## config.mk

```make
export PLATFORM = sky130hd
export DESIGN_NAME = serial_add_ctrl_flat
export DESIGN_NICKNAME = d
export VERILOG_FILES = /design/src/rtl/serial_add_pkg.sv /design/src/rtl/serial_add_ctrl_if.sv /design/src/rtl/serial_fa_cell.sv /design/src/rtl/serial_add_ctrl.sv /design/src/flat_wrapper.sv
export SDC_FILE = /design/constraint.sdc
export NUM_CORES = 1
export LEC_CHECK = 0
export CORE_MARGIN = 2
export CORE_UTILIZATION = 43
export CTS_CLUSTER_SIZE = 30
export DETAILED_ROUTE_END_ITERATION = 10
export PLACE_DENSITY = 0.83
export SYNTH_ARGS = -nofsm -noshare
export SYNTH_HDL_FRONTEND = slang
export SYNTH_SLANG_ARGS = --single-unit
export TNS_END_PERCENT = 30
```

## constraint.sdc

```tcl
create_clock -name clk -period 1.49 [get_ports clk]
set_input_delay 0.447 -clock clk [delete_from_list [all_inputs] [get_ports clk]]
set_output_delay 0.447 -clock clk [all_outputs]
set_load 0.02 [all_outputs]
```

## src/rtl/serial_add_pkg.sv

```systemverilog
// Shared types and constants for the bit-serial adder controller.
package serial_add_pkg;

  typedef enum logic [1:0] {
    IDLE  = 2'd0,
    SHIFT = 2'd1,
    DONE  = 2'd2
  } state_e;

  localparam int DEFAULT_REGLENGTH = 3;

  function automatic logic majority(input logic x, input logic y, input logic z);
    return (x & y) | (x & z) | (y & z);
  endfunction

endpackage

```

## src/rtl/serial_add_ctrl_if.sv

```systemverilog
// Request/response bundle of the serial adder; names carry the controller's point of view.
interface serial_add_ctrl_if
  import serial_add_pkg::*;
#(
  parameter int REGLENGTH = DEFAULT_REGLENGTH
) ();

  logic                 start_i;
  logic                 abort_i;
  logic [REGLENGTH-1:0] a_i;
  logic [REGLENGTH-1:0] b_i;
  logic                 busy_o;
  logic                 done_o;
  logic [REGLENGTH:0]   result_o;

  modport master (
    output start_i, abort_i, a_i, b_i,
    input  busy_o, done_o, result_o
  );

  modport slave (
    input  start_i, abort_i, a_i, b_i,
    output busy_o, done_o, result_o
  );

endinterface

```

## src/rtl/serial_fa_cell.sv

```systemverilog
// One-bit full adder with a registered carry, stepped once per enabled clock.
module serial_fa_cell
  import serial_add_pkg::*;
(
  input  logic clk,
  input  logic reset,
  input  logic a_bit,
  input  logic b_bit,
  input  logic clr,
  input  logic en,
  output logic s_bit
);

  logic carry_q, carry_d;

  always_comb begin
    carry_d = carry_q;
    if (clr) begin
      carry_d = 1'b0;
    end else if (en) begin
      carry_d = majority(a_bit, b_bit, carry_q);
    end
  end

  always_ff @(posedge clk or negedge reset) begin
    if (!reset) begin
      carry_q <= 1'b0;
    end else begin
      carry_q <= carry_d;
    end
  end

  assign s_bit = a_bit ^ b_bit ^ carry_q;

endmodule

```

## src/rtl/serial_add_ctrl.sv

```systemverilog
// Bit-serial adder controller: shifts operands LSB-first through one full-adder cell.
// reset is asynchronous and active-low.
module serial_add_ctrl
  import serial_add_pkg::*;
#(
  parameter int REGLENGTH = DEFAULT_REGLENGTH
) (
  input logic              clk,
  input logic              reset,
  serial_add_ctrl_if.slave bus
);

  localparam int            CW       = $clog2(REGLENGTH + 1);
  localparam logic [CW-1:0] LAST_BIT = CW'(REGLENGTH - 1);

  state_e               state_q, state_d;
  logic [REGLENGTH-1:0] aShift_q, aShift_d;
  logic [REGLENGTH-1:0] bShift_q, bShift_d;
  logic [CW-1:0]        count_q, count_d;
  logic [REGLENGTH:0]   result_q, result_d;

  logic cellClr;
  logic cellEn;
  logic sumBit;
  logic carryIn;
  logic carryOut;

  serial_fa_cell u_fa (
    .clk   (clk),
    .reset (reset),
    .a_bit (aShift_q[0]),
    .b_bit (bShift_q[0]),
    .clr   (cellClr),
    .en    (cellEn),
    .s_bit (sumBit)
  );

  // The cell exposes only its sum, so its carry is recovered as s ^ a ^ b.
  assign carryIn  = sumBit ^ aShift_q[0] ^ bShift_q[0];
  assign carryOut = majority(aShift_q[0], bShift_q[0], carryIn);

  always_comb begin
    state_d  = state_q;
    aShift_d = aShift_q;
    bShift_d = bShift_q;
    count_d  = count_q;
    result_d = result_q;
    cellClr  = 1'b0;
    cellEn   = 1'b0;

    unique case (state_q)
      IDLE: begin
        if (bus.start_i) begin
          aShift_d = bus.a_i;
          bShift_d = bus.b_i;
          count_d  = '0;
          result_d = '0;
          cellClr  = 1'b1;
          state_d  = SHIFT;
        end
      end

      SHIFT: begin
        // An abort leaves the partial result and the carry untouched.
        if (bus.abort_i) begin
          state_d = IDLE;
        end else begin
          cellEn            = 1'b1;
          result_d[count_q] = sumBit;
          aShift_d          = aShift_q >> 1;
          bShift_d          = bShift_q >> 1;
          if (count_q == LAST_BIT) begin
            result_d[REGLENGTH] = carryOut;
            count_d             = '0;
            state_d             = DONE;
          end else begin
            count_d = count_q + CW'(1);
          end
        end
      end

      DONE: begin
        state_d = IDLE;
      end

      default: begin
        state_d = IDLE;
      end
    endcase
  end

  always_ff @(posedge clk or negedge reset) begin
    if (!reset) begin
      state_q  <= IDLE;
      aShift_q <= '0;
      bShift_q <= '0;
      count_q  <= '0;
      result_q <= '0;
    end else begin
      state_q  <= state_d;
      aShift_q <= aShift_d;
      bShift_q <= bShift_d;
      count_q  <= count_d;
      result_q <= result_d;
    end
  end

  assign bus.busy_o   = (state_q == SHIFT);
  assign bus.done_o   = (state_q == DONE);
  assign bus.result_o = result_q;

endmodule
```

## src/flat_wrapper.sv

```systemverilog
// flat-port wrapper written by rule: the top's interface ports become plain ports
module serial_add_ctrl_flat import serial_add_pkg::*;
#(
  parameter int REGLENGTH = DEFAULT_REGLENGTH
)
  (clk, reset, bus_start_i, bus_abort_i, bus_a_i, bus_b_i, bus_busy_o, bus_done_o, bus_result_o);
  serial_add_ctrl_if #(.REGLENGTH(REGLENGTH)) bus_i ();
  input logic clk;
  input logic reset;
  input wire logic [$bits(bus_i.start_i)-1:0] bus_start_i;
  input wire logic [$bits(bus_i.abort_i)-1:0] bus_abort_i;
  input wire logic [$bits(bus_i.a_i)-1:0] bus_a_i;
  input wire logic [$bits(bus_i.b_i)-1:0] bus_b_i;
  output wire logic [$bits(bus_i.busy_o)-1:0] bus_busy_o;
  output wire logic [$bits(bus_i.done_o)-1:0] bus_done_o;
  output wire logic [$bits(bus_i.result_o)-1:0] bus_result_o;
  assign bus_i.start_i = bus_start_i;
  assign bus_i.abort_i = bus_abort_i;
  assign bus_i.a_i = bus_a_i;
  assign bus_i.b_i = bus_b_i;
  assign bus_busy_o = bus_i.busy_o;
  assign bus_done_o = bus_i.done_o;
  assign bus_result_o = bus_i.result_o;
  serial_add_ctrl #(.REGLENGTH(REGLENGTH)) u_core (.clk(clk), .reset(reset), .bus(bus_i));
endmodule
```

==> results of run 1 <==
-- worst paths after layout --
path | slack (ps) | end | startpoint | cells after the start
worst max-delay path | 30 | u_core.bus.result_o[0]$_DFFE_PN0P_ | u_core.state_q[1]$_DFFE_PN0P_ | 4
worst min-delay path | 460 | u_core.bShift_q[0]$_DFFE_PN0P_ | reset | 2
worst max register to register | 30 | u_core.bus.result_o[0]$_DFFE_PN0P_ | u_core.state_q[1]$_DFFE_PN0P_ | 4
worst min register to register | 500 | u_core.bus.result_o[2]$_DFFE_PN0P_ | u_core.bus.result_o[2]$_DFFE_PN0P_ | 1
max in group asynchronous | 850 | u_core.bus.result_o[0]$_DFFE_PN0P_ | reset | 2
min in group clk | 500 | u_core.bus.result_o[2]$_DFFE_PN0P_ | u_core.bus.result_o[2]$_DFFE_PN0P_ | 1
-- worst register-to-register path: stages, from the launching register on --
cell and delay [ps]:
dfrtp_1 410, buf_6 140, nor4b_4 290, nor2b_4 200
mux2_4 300
-- cells by family (layout without fill, tap and decap cells) --
| family | Yosys count | in the layout | share of synthesized area |
|---|---|---|---|
| flops | 15 | 15 | 0.5155 |
| buf+inv | 3 | 37 | 0.01718 |
| mux | 9 | 9 | 0.1392 |
| fa+ha+maj | 1 | 1 | 0.02749 |
| compound gates | 13 | 13 | 0.1409 |
| simple gates | 15 | 15 | 0.1598 |
-- per-layer routing --
layer / up-vias / wire [um]
li1: 282 / -
met1: 264 / 688
met2: 14 / 715
met3: 2 / 62
met4: 0 / 15
met5: - / 0
-- flip-flops by register name (all words and copies together) (netlist names) --
register             count
u_core.bShift_q          3
u_core.count_q           2
u_core.u_fa.carry_q      1
u_core.aShift_q          3
u_core.state_q           2
u_core.bus.result_o      4
-- placed cells by master, fill, tap and decap left out --
cell type        count
a211oi_1             1
a21o_1               1
a21oi_1              1
a22o_1               4
a31o_2               1
a32o_1               1
a41o_1               1
buf_2                1
buf_4               14
buf_6                3
clkbuf_1             1
clkbuf_4             3
clkdlybuf4s50_1      8
dfrtp_1             15
dlygate4sd2_1        5
fa_2                 1
inv_1                1
inv_2                1
mux2_2               8
mux2_4               1
nand2b_1             1
nand2b_4             1
nor2_1               1
nor2_2               1
nor2b_1              3
nor2b_4              1
nor3_1               1
nor3b_1              1
nor3b_2              1
nor3b_4              1
nor4b_4              1
nor4bb_1             1
o21a_1               1
o21ai_1              1
o22ai_1              1
or2_2                1
-- cell type report --
cell class / instances / area (um^2)
Fill cell: 119 / 467.9
Multi-Input combinational cell: 38 / 376.6
Sequential cell: 15 / 375.4
Timing Repair Buffer: 31 / 267.8
Clock buffer: 4 / 26.28
Tap cell: 16 / 20.02
Inverter: 2 / 7.507
-- repair_timing --
action,CTS,global route
hold buffers,0,0
cloned,0,0
setup buffers,0,4
pin swaps,0,3
setup endpoints to repair,13,6
gates resized for setup,15,11
-- power groups by stage --
stage                     clock network (mW)  logic (mW)  registers (mW)
after floorplan                            0       0.524           0.730
after CTS                              0.235       0.957           0.681
after global placement                     0       0.954           0.682
after global routing                   0.246        1.22           0.721
final                                  0.229        1.13           0.696
after detailed placement                   0       0.985           0.689
==> flow_summary_export.csv, run 1 <==
group,metric,value,unit
synthesis,ys_seq_area_frac,0.5155,
layout,post-route-util,0.6964,
grt,track_usage,0.1725,
drt,drc,0,
sta,final.setup_skew,5.120,ps
sta,setup_viol,0,
clock_network,cts_tree,"done",
synthesis,synth_cell_types,25,
placed_design,dpl_cell_area,983.4,um^2
power_and_ir_drop,pwr-share-comb,0.549,
synthesis,synth_flop_cell,"dfrtp_1",
worst_setup_path,crit_chain,"buf_6 -> nor4b_4 -> nor2b_4 -> mux2_4",
flow_run,cap_violations,0,
layout,n_antenna_cell,0,
placed_design,portBuffers,15,
power_and_ir_drop,net-switching-power,0.7137,mW
layout,drive_gt1_frac,0.4444,
layout,syn_to_final_growth,47.42,%
clock_network,clock_sinks,15,
floorplanning,num_rows,14,
floorplanning,dieArea,0.002039,mm^2
power_and_ir_drop,p_total,2.050,mW
floorplanning,coreArea,0.001541,mm^2
synthesis,syn_nets,67,
drt,drt_wl_total,1481,um
worst_setup_path,crit_fanout,5,
worst_setup_path,crit_arrival,1630,ps
worst_setup_path,critical_path.max_stage_delay,410,ps
worst_setup_path,crit_buf_inv,1,
power_and_ir_drop,p_per_area,1909,mW/mm^2
grt,met1_usage,0.2262,
power_and_ir_drop,pwr-share-seq,0.339,
floorplanning,initial_core_util,0.4724,
drt,drtIter0Drc,3,
synthesis,synth_edf_count,0,
grt,grt-ovfl-total,0,
sta,drv_slew,0,
clock_network,h-tree-depth,1,
placed_design,finalWeightedCongestion,0.7370,
worst_setup_path,critPathTopFamily,"simple AND/OR/NAND/NOR gates",
sta,hold_viol,0,
drt,via_per_inst,5.302,
sta,setup_slack,29.19,ps
placed_design,placed_cells,98,
grt,first_global_vias,569,
placed_design,hpwl,1102,um
status,outcome,"finished, final reports clean",
sta,period_share,0.9804,
floorplanning,die_y,45.15,um
layout,stdcell_area,0.001074,mm^2
power_and_ir_drop,cell_internal_pwr,1.336,mW
synthesis,synth_common_cells,"15 x dfrtp_1, 9 x mux2_2, 4 x a22o_1, 4 x nor2b_1",
sta,fmax,684.6,MHz
sta,post-route-min-period,1461,ps
drt,ant_nets,0,
power_and_ir_drop,p_clk_frac,0.112,
grt,grt_pass1_wl,2490,um
synthesis,synthCells,56,
worst_setup_path,crit_type,"register to register",
synthesis,syn-cell-area,728.2,um^2
min_path,hp-class,"primary input to async pin",
sta,fin_setup_tns,0,ps
worst_setup_path,worstPathRequired,1660,ps
power_and_ir_drop,ir_worst_vdd,1191,uV
synthesis,netlist.area_leader.share,0.5155,
placed_design,place_ws,-444.5,ps
power_and_ir_drop,switching_share,0.3482,
worst_setup_path,critPathLaunchType,"register",
sta,relSlewSlack,0.7956,
grt,antenna_found_initial,0,
grt,grtUsageMet3,0.02400,
drt,num_vias,562,
drt,wl_per_cell,13.97,um
synthesis,syn_area_per_cell,13.00,um^2
synthesis,synthArstFlopShare,1.000,
worst_setup_path,critPathSlowestCell,"dfrtp_1",
sta,rsz0062_at_grt,"true",
clock_network,cts_made_buffers,3,
worst_setup_path,end_kind,"register",
floorplanning,die_x,45.15,um
synthesis,synthMostInstantiatedCell,"dfrtp_1",
clock_network,cts.clk_slew.worst_paths,90,ps
power_and_ir_drop,p_leak,0.5204,nW
grt,grt.busiest_layer,"met2",
drt,drtPass1Iterations,4,
clock_network,clock_tree.root_cell,"clkbuf_4",
grt,grt_max_degree,16,
synthesis,yosysWarnings,0,
sta,tightest_slew,306.0,ps
sta,hold_slack,462.3,ps
synthesis,synth_top_area_cell,"dfrtp_1",
layout,finalNonFillerCells,106,
floorplanning,ios,16,
grt,gr-usage-met2,0.2771,
synthesis,synthTopCellsByArea,"dfrtp_1 52%, mux2_2 14%, a22o_1 4.8%, nor2b_1 3.4%, nor3b_2 3.4%",
layout,final_nets,102,
synthesis,synth-seq-cells,15,
clock_network,clk_latency,280,ps
clock_network,cts.path.max_buffers,2,
Power figures use the tool's default switching activity.
==> run 2, diff against run 1 <==
CAP_MARGIN = 10   (was default)
CORE_ASPECT_RATIO = 1.1   (was default)
SLEW_MARGIN = 20   (was default)
==> run 2 against run 1 <==
Count of clock-buffer cells in the layout shrank 1. Utilization fell by 0.28 points. Sequential cell count did not move. Register-to-register slack about the same. Global-route usage is 0.61 points lower. First-iteration DRC count grew to 3.0 times the previous value. Final area increased by 1.9%. Critical path type unchanged. Highest routed layer unchanged.
==> flow_summary_export.csv, run 2 (synthesis results as in run 1) <==
group,metric,value,unit
worst_setup_path,reg2reg_setup_slack,30,ps
layout,most-common-layout-cells,"17 x buf_4, 15 x dfrtp_1, 9 x mux2_2",
worst_setup_path,critPathTopFamily,"adder cells",
drt,num_vias,591,
worst_setup_path,reg2reg_to,"u_core.bus.result_o[0]$_DFFE_PN0P_",
placed_design,hpwl,1173,um
grt,grt-ovfl-total,0,
worst_setup_path,crit_buf_inv,1,
worst_setup_path,crit_fanout,4,
layout,final_nets,103,
sta,period_share,0.9777,
placed_design,finalWeightedCongestion,0.7643,
layout,post-route-util,0.6937,
sta,drv_slew,0,
clock_network,h-tree-depth,1,
grt,grt_max_degree,16,
drt,drt_wl_total,1523,um
power_and_ir_drop,pwr-share-seq,0.336,
floorplanning,coreArea,0.001577,mm^2
worst_setup_path,r2r_cells,3,
drt,via_per_inst,5.472,
drt,wl_per_cell,14.10,um
status,outcome,"finished, final reports clean",
sta,post-route-min-period,1457,ps
drt,drc,0,
sta,final.setup_skew,12.27,ps
floorplanning,die_y,47.16,um
clock_network,cts_made_buffers,3,
grt,first_global_vias,558,
worst_setup_path,critPathLaunchType,"register",
power_and_ir_drop,pwr-share-comb,0.554,
placed_design,portBuffers,15,
sta,setup_slack,33.17,ps
layout,syn_to_final_growth,50.17,%
sta,hold_viol,0,
power_and_ir_drop,switching_share,0.3523,
layout,regArea,375.4,um^2
layout,largest_reg_flops,4,
floorplanning,num_rows,15,
sta,hold_slack,457.3,ps
floorplanning,initial_core_util,0.4619,
power_and_ir_drop,p_total,2.078,mW
floorplanning,ios,16,
power_and_ir_drop,net-switching-power,0.7319,mW
placed_design,placed_cells,101,
worst_setup_path,worstPathRequired,1660,ps
sta,rsz0062_at_grt,"true",
worst_setup_path,crit_arrival,1630,ps
power_and_ir_drop,p_per_area,1900,mW/mm^2
grt,track_usage,0.1664,
clock_network,cts_tree,"done",
worst_setup_path,crit_type,"register to register",
clock_network,clock_tree.root_cell,"clkbuf_4",
clock_network,clock_sinks,15,
sta,relSlewSlack,0.7989,
power_and_ir_drop,p_clk_frac,0.110,
worst_setup_path,critical_path.max_stage_delay,510,ps
clock_network,clk_latency,290,ps
worst_setup_path,critPathSlowestCell,"fa_2",
grt,antenna_found_initial,0,
worst_setup_path,end_kind,"register",
sta,setup_viol,0,
layout,multi_input_area,384.1,um^2
power_and_ir_drop,ir_worst_vdd,875.4,uV
drt,drtIter0Drc,9,
sta,tightest_slew,301.7,ps
clock_network,cts.path.max_buffers,2,
layout,finalNonFillerCells,108,
layout,nFillCells,118,
floorplanning,die_x,43.24,um
min_path,hp-class,"primary input to async pin",
sta,fmax,686.4,MHz
drt,drtPass1Iterations,4,
clock_network,cts.clk_slew.worst_paths,90,ps
worst_setup_path,reg2reg_from,"u_core.bShift_q[0]$_DFFE_PN0P_",
flow_run,cap_violations,0,
drt,ant_nets,0,
worst_setup_path,crit_chain,"fa_2 -> buf_4 -> mux2_2",
layout,n_antenna_cell,0,
floorplanning,dieArea,0.002039,mm^2
placed_design,place_ws,-419.5,ps
layout,drive_gt1_frac,0.4615,
power_and_ir_drop,cell_internal_pwr,1.346,mW
layout,mostFrequentLayoutCell,"buf_4",
grt,grt_pass1_wl,2359,um
power_and_ir_drop,p_leak,0.5346,nW
## run 2: cell types whose count changed in the layout (fill, tap and decap cells not counted), sizes merged
cell          before  now
buf               18   19
clkbuf             4    3
clkinv             0    1
dlymetal6s2s       0    1
dlygate4sd2        5    4
## run 2: layer usage
metal | share of wire | up-vias | GRT usage
met3 | 0.051 | 7 | 0.03077
li1 | - | 281 | -
met2 | 0.53 | 20 | 0.2985
met5 | 0 | - | 0
met4 | 0.039 | 0 | 0.1212
met1 | 0.38 | 283 | 0.1787
## run 2: how the worst max path moves through the flow
stage / startpoint / end / slack (ps) / cells after the start
after detailed placement: bus_abort_i / u_core.bus.result_o[0]$_DFFE_PN0P_ / -420 / 4
after global routing: u_core.state_q[1]$_DFFE_PN0P_ / u_core.bus.result_o[0]$_DFFE_PN0P_ / -10 / 4
after global placement: bus_abort_i / u_core.bus.result_o[0]$_DFFE_PN0P_ / -380 / 4
after CTS: bus_abort_i / u_core.bus.result_o[0]$_DFFE_PN0P_ / -90 / 4
final: u_core.bShift_q[0]$_DFFE_PN0P_ / u_core.bus.result_o[0]$_DFFE_PN0P_ / 30 / 3
after floorplan: u_core.state_q[1]$_DFFE_PN0P_ / u_core.bus.result_o[0]$_DFFE_PN0P_ / 40 / 3
## run 2: through the flow
step | cell area [um^2] | setup TNS (ps)
floorplan | 728.2 | 0
global placement | 999.7 | -3982
detailed placement | 999.7 | -4441
CTS | 1030 | -143.6
global route | 1094 | -15.68
finish | 1094 | 0
## run 2: area by class of cell
| type | instances | share of cell area |
|---|---|---|
| Multi-Input combinational cell | 38 | 0.3513 |
| Sequential cell | 15 | 0.3432 |
| Timing Repair Buffer | 32 | 0.2540 |
| Clock buffer | 3 | 0.02059 |
| Tap cell | 17 | 0.01945 |
| Inverter | 2 | 0.006865 |
| Clock inverter | 1 | 0.004577 |
## run 2: power groups by stage
stage / combinational (mW) / clock [mW] / sequential (mW)
floorplan: 0.524 / 0 / 0.730
global placement: 0.979 / 0 / 0.679
detailed placement: 1.01 / 0 / 0.686
CTS: 1.00 / 0.237 / 0.689
global route: 1.25 / 0.257 / 0.715
finish: 1.15 / 0.228 / 0.698
## run 2: what timing repair did
action | CTS | global route
buffers inserted | 0 | 3
gates resized for setup | 16 | 11
hold buffers | 0 | 0
gates cloned | 0 | 0
setup endpoints to repair | 13 | 15
pin swaps | 0 | 3
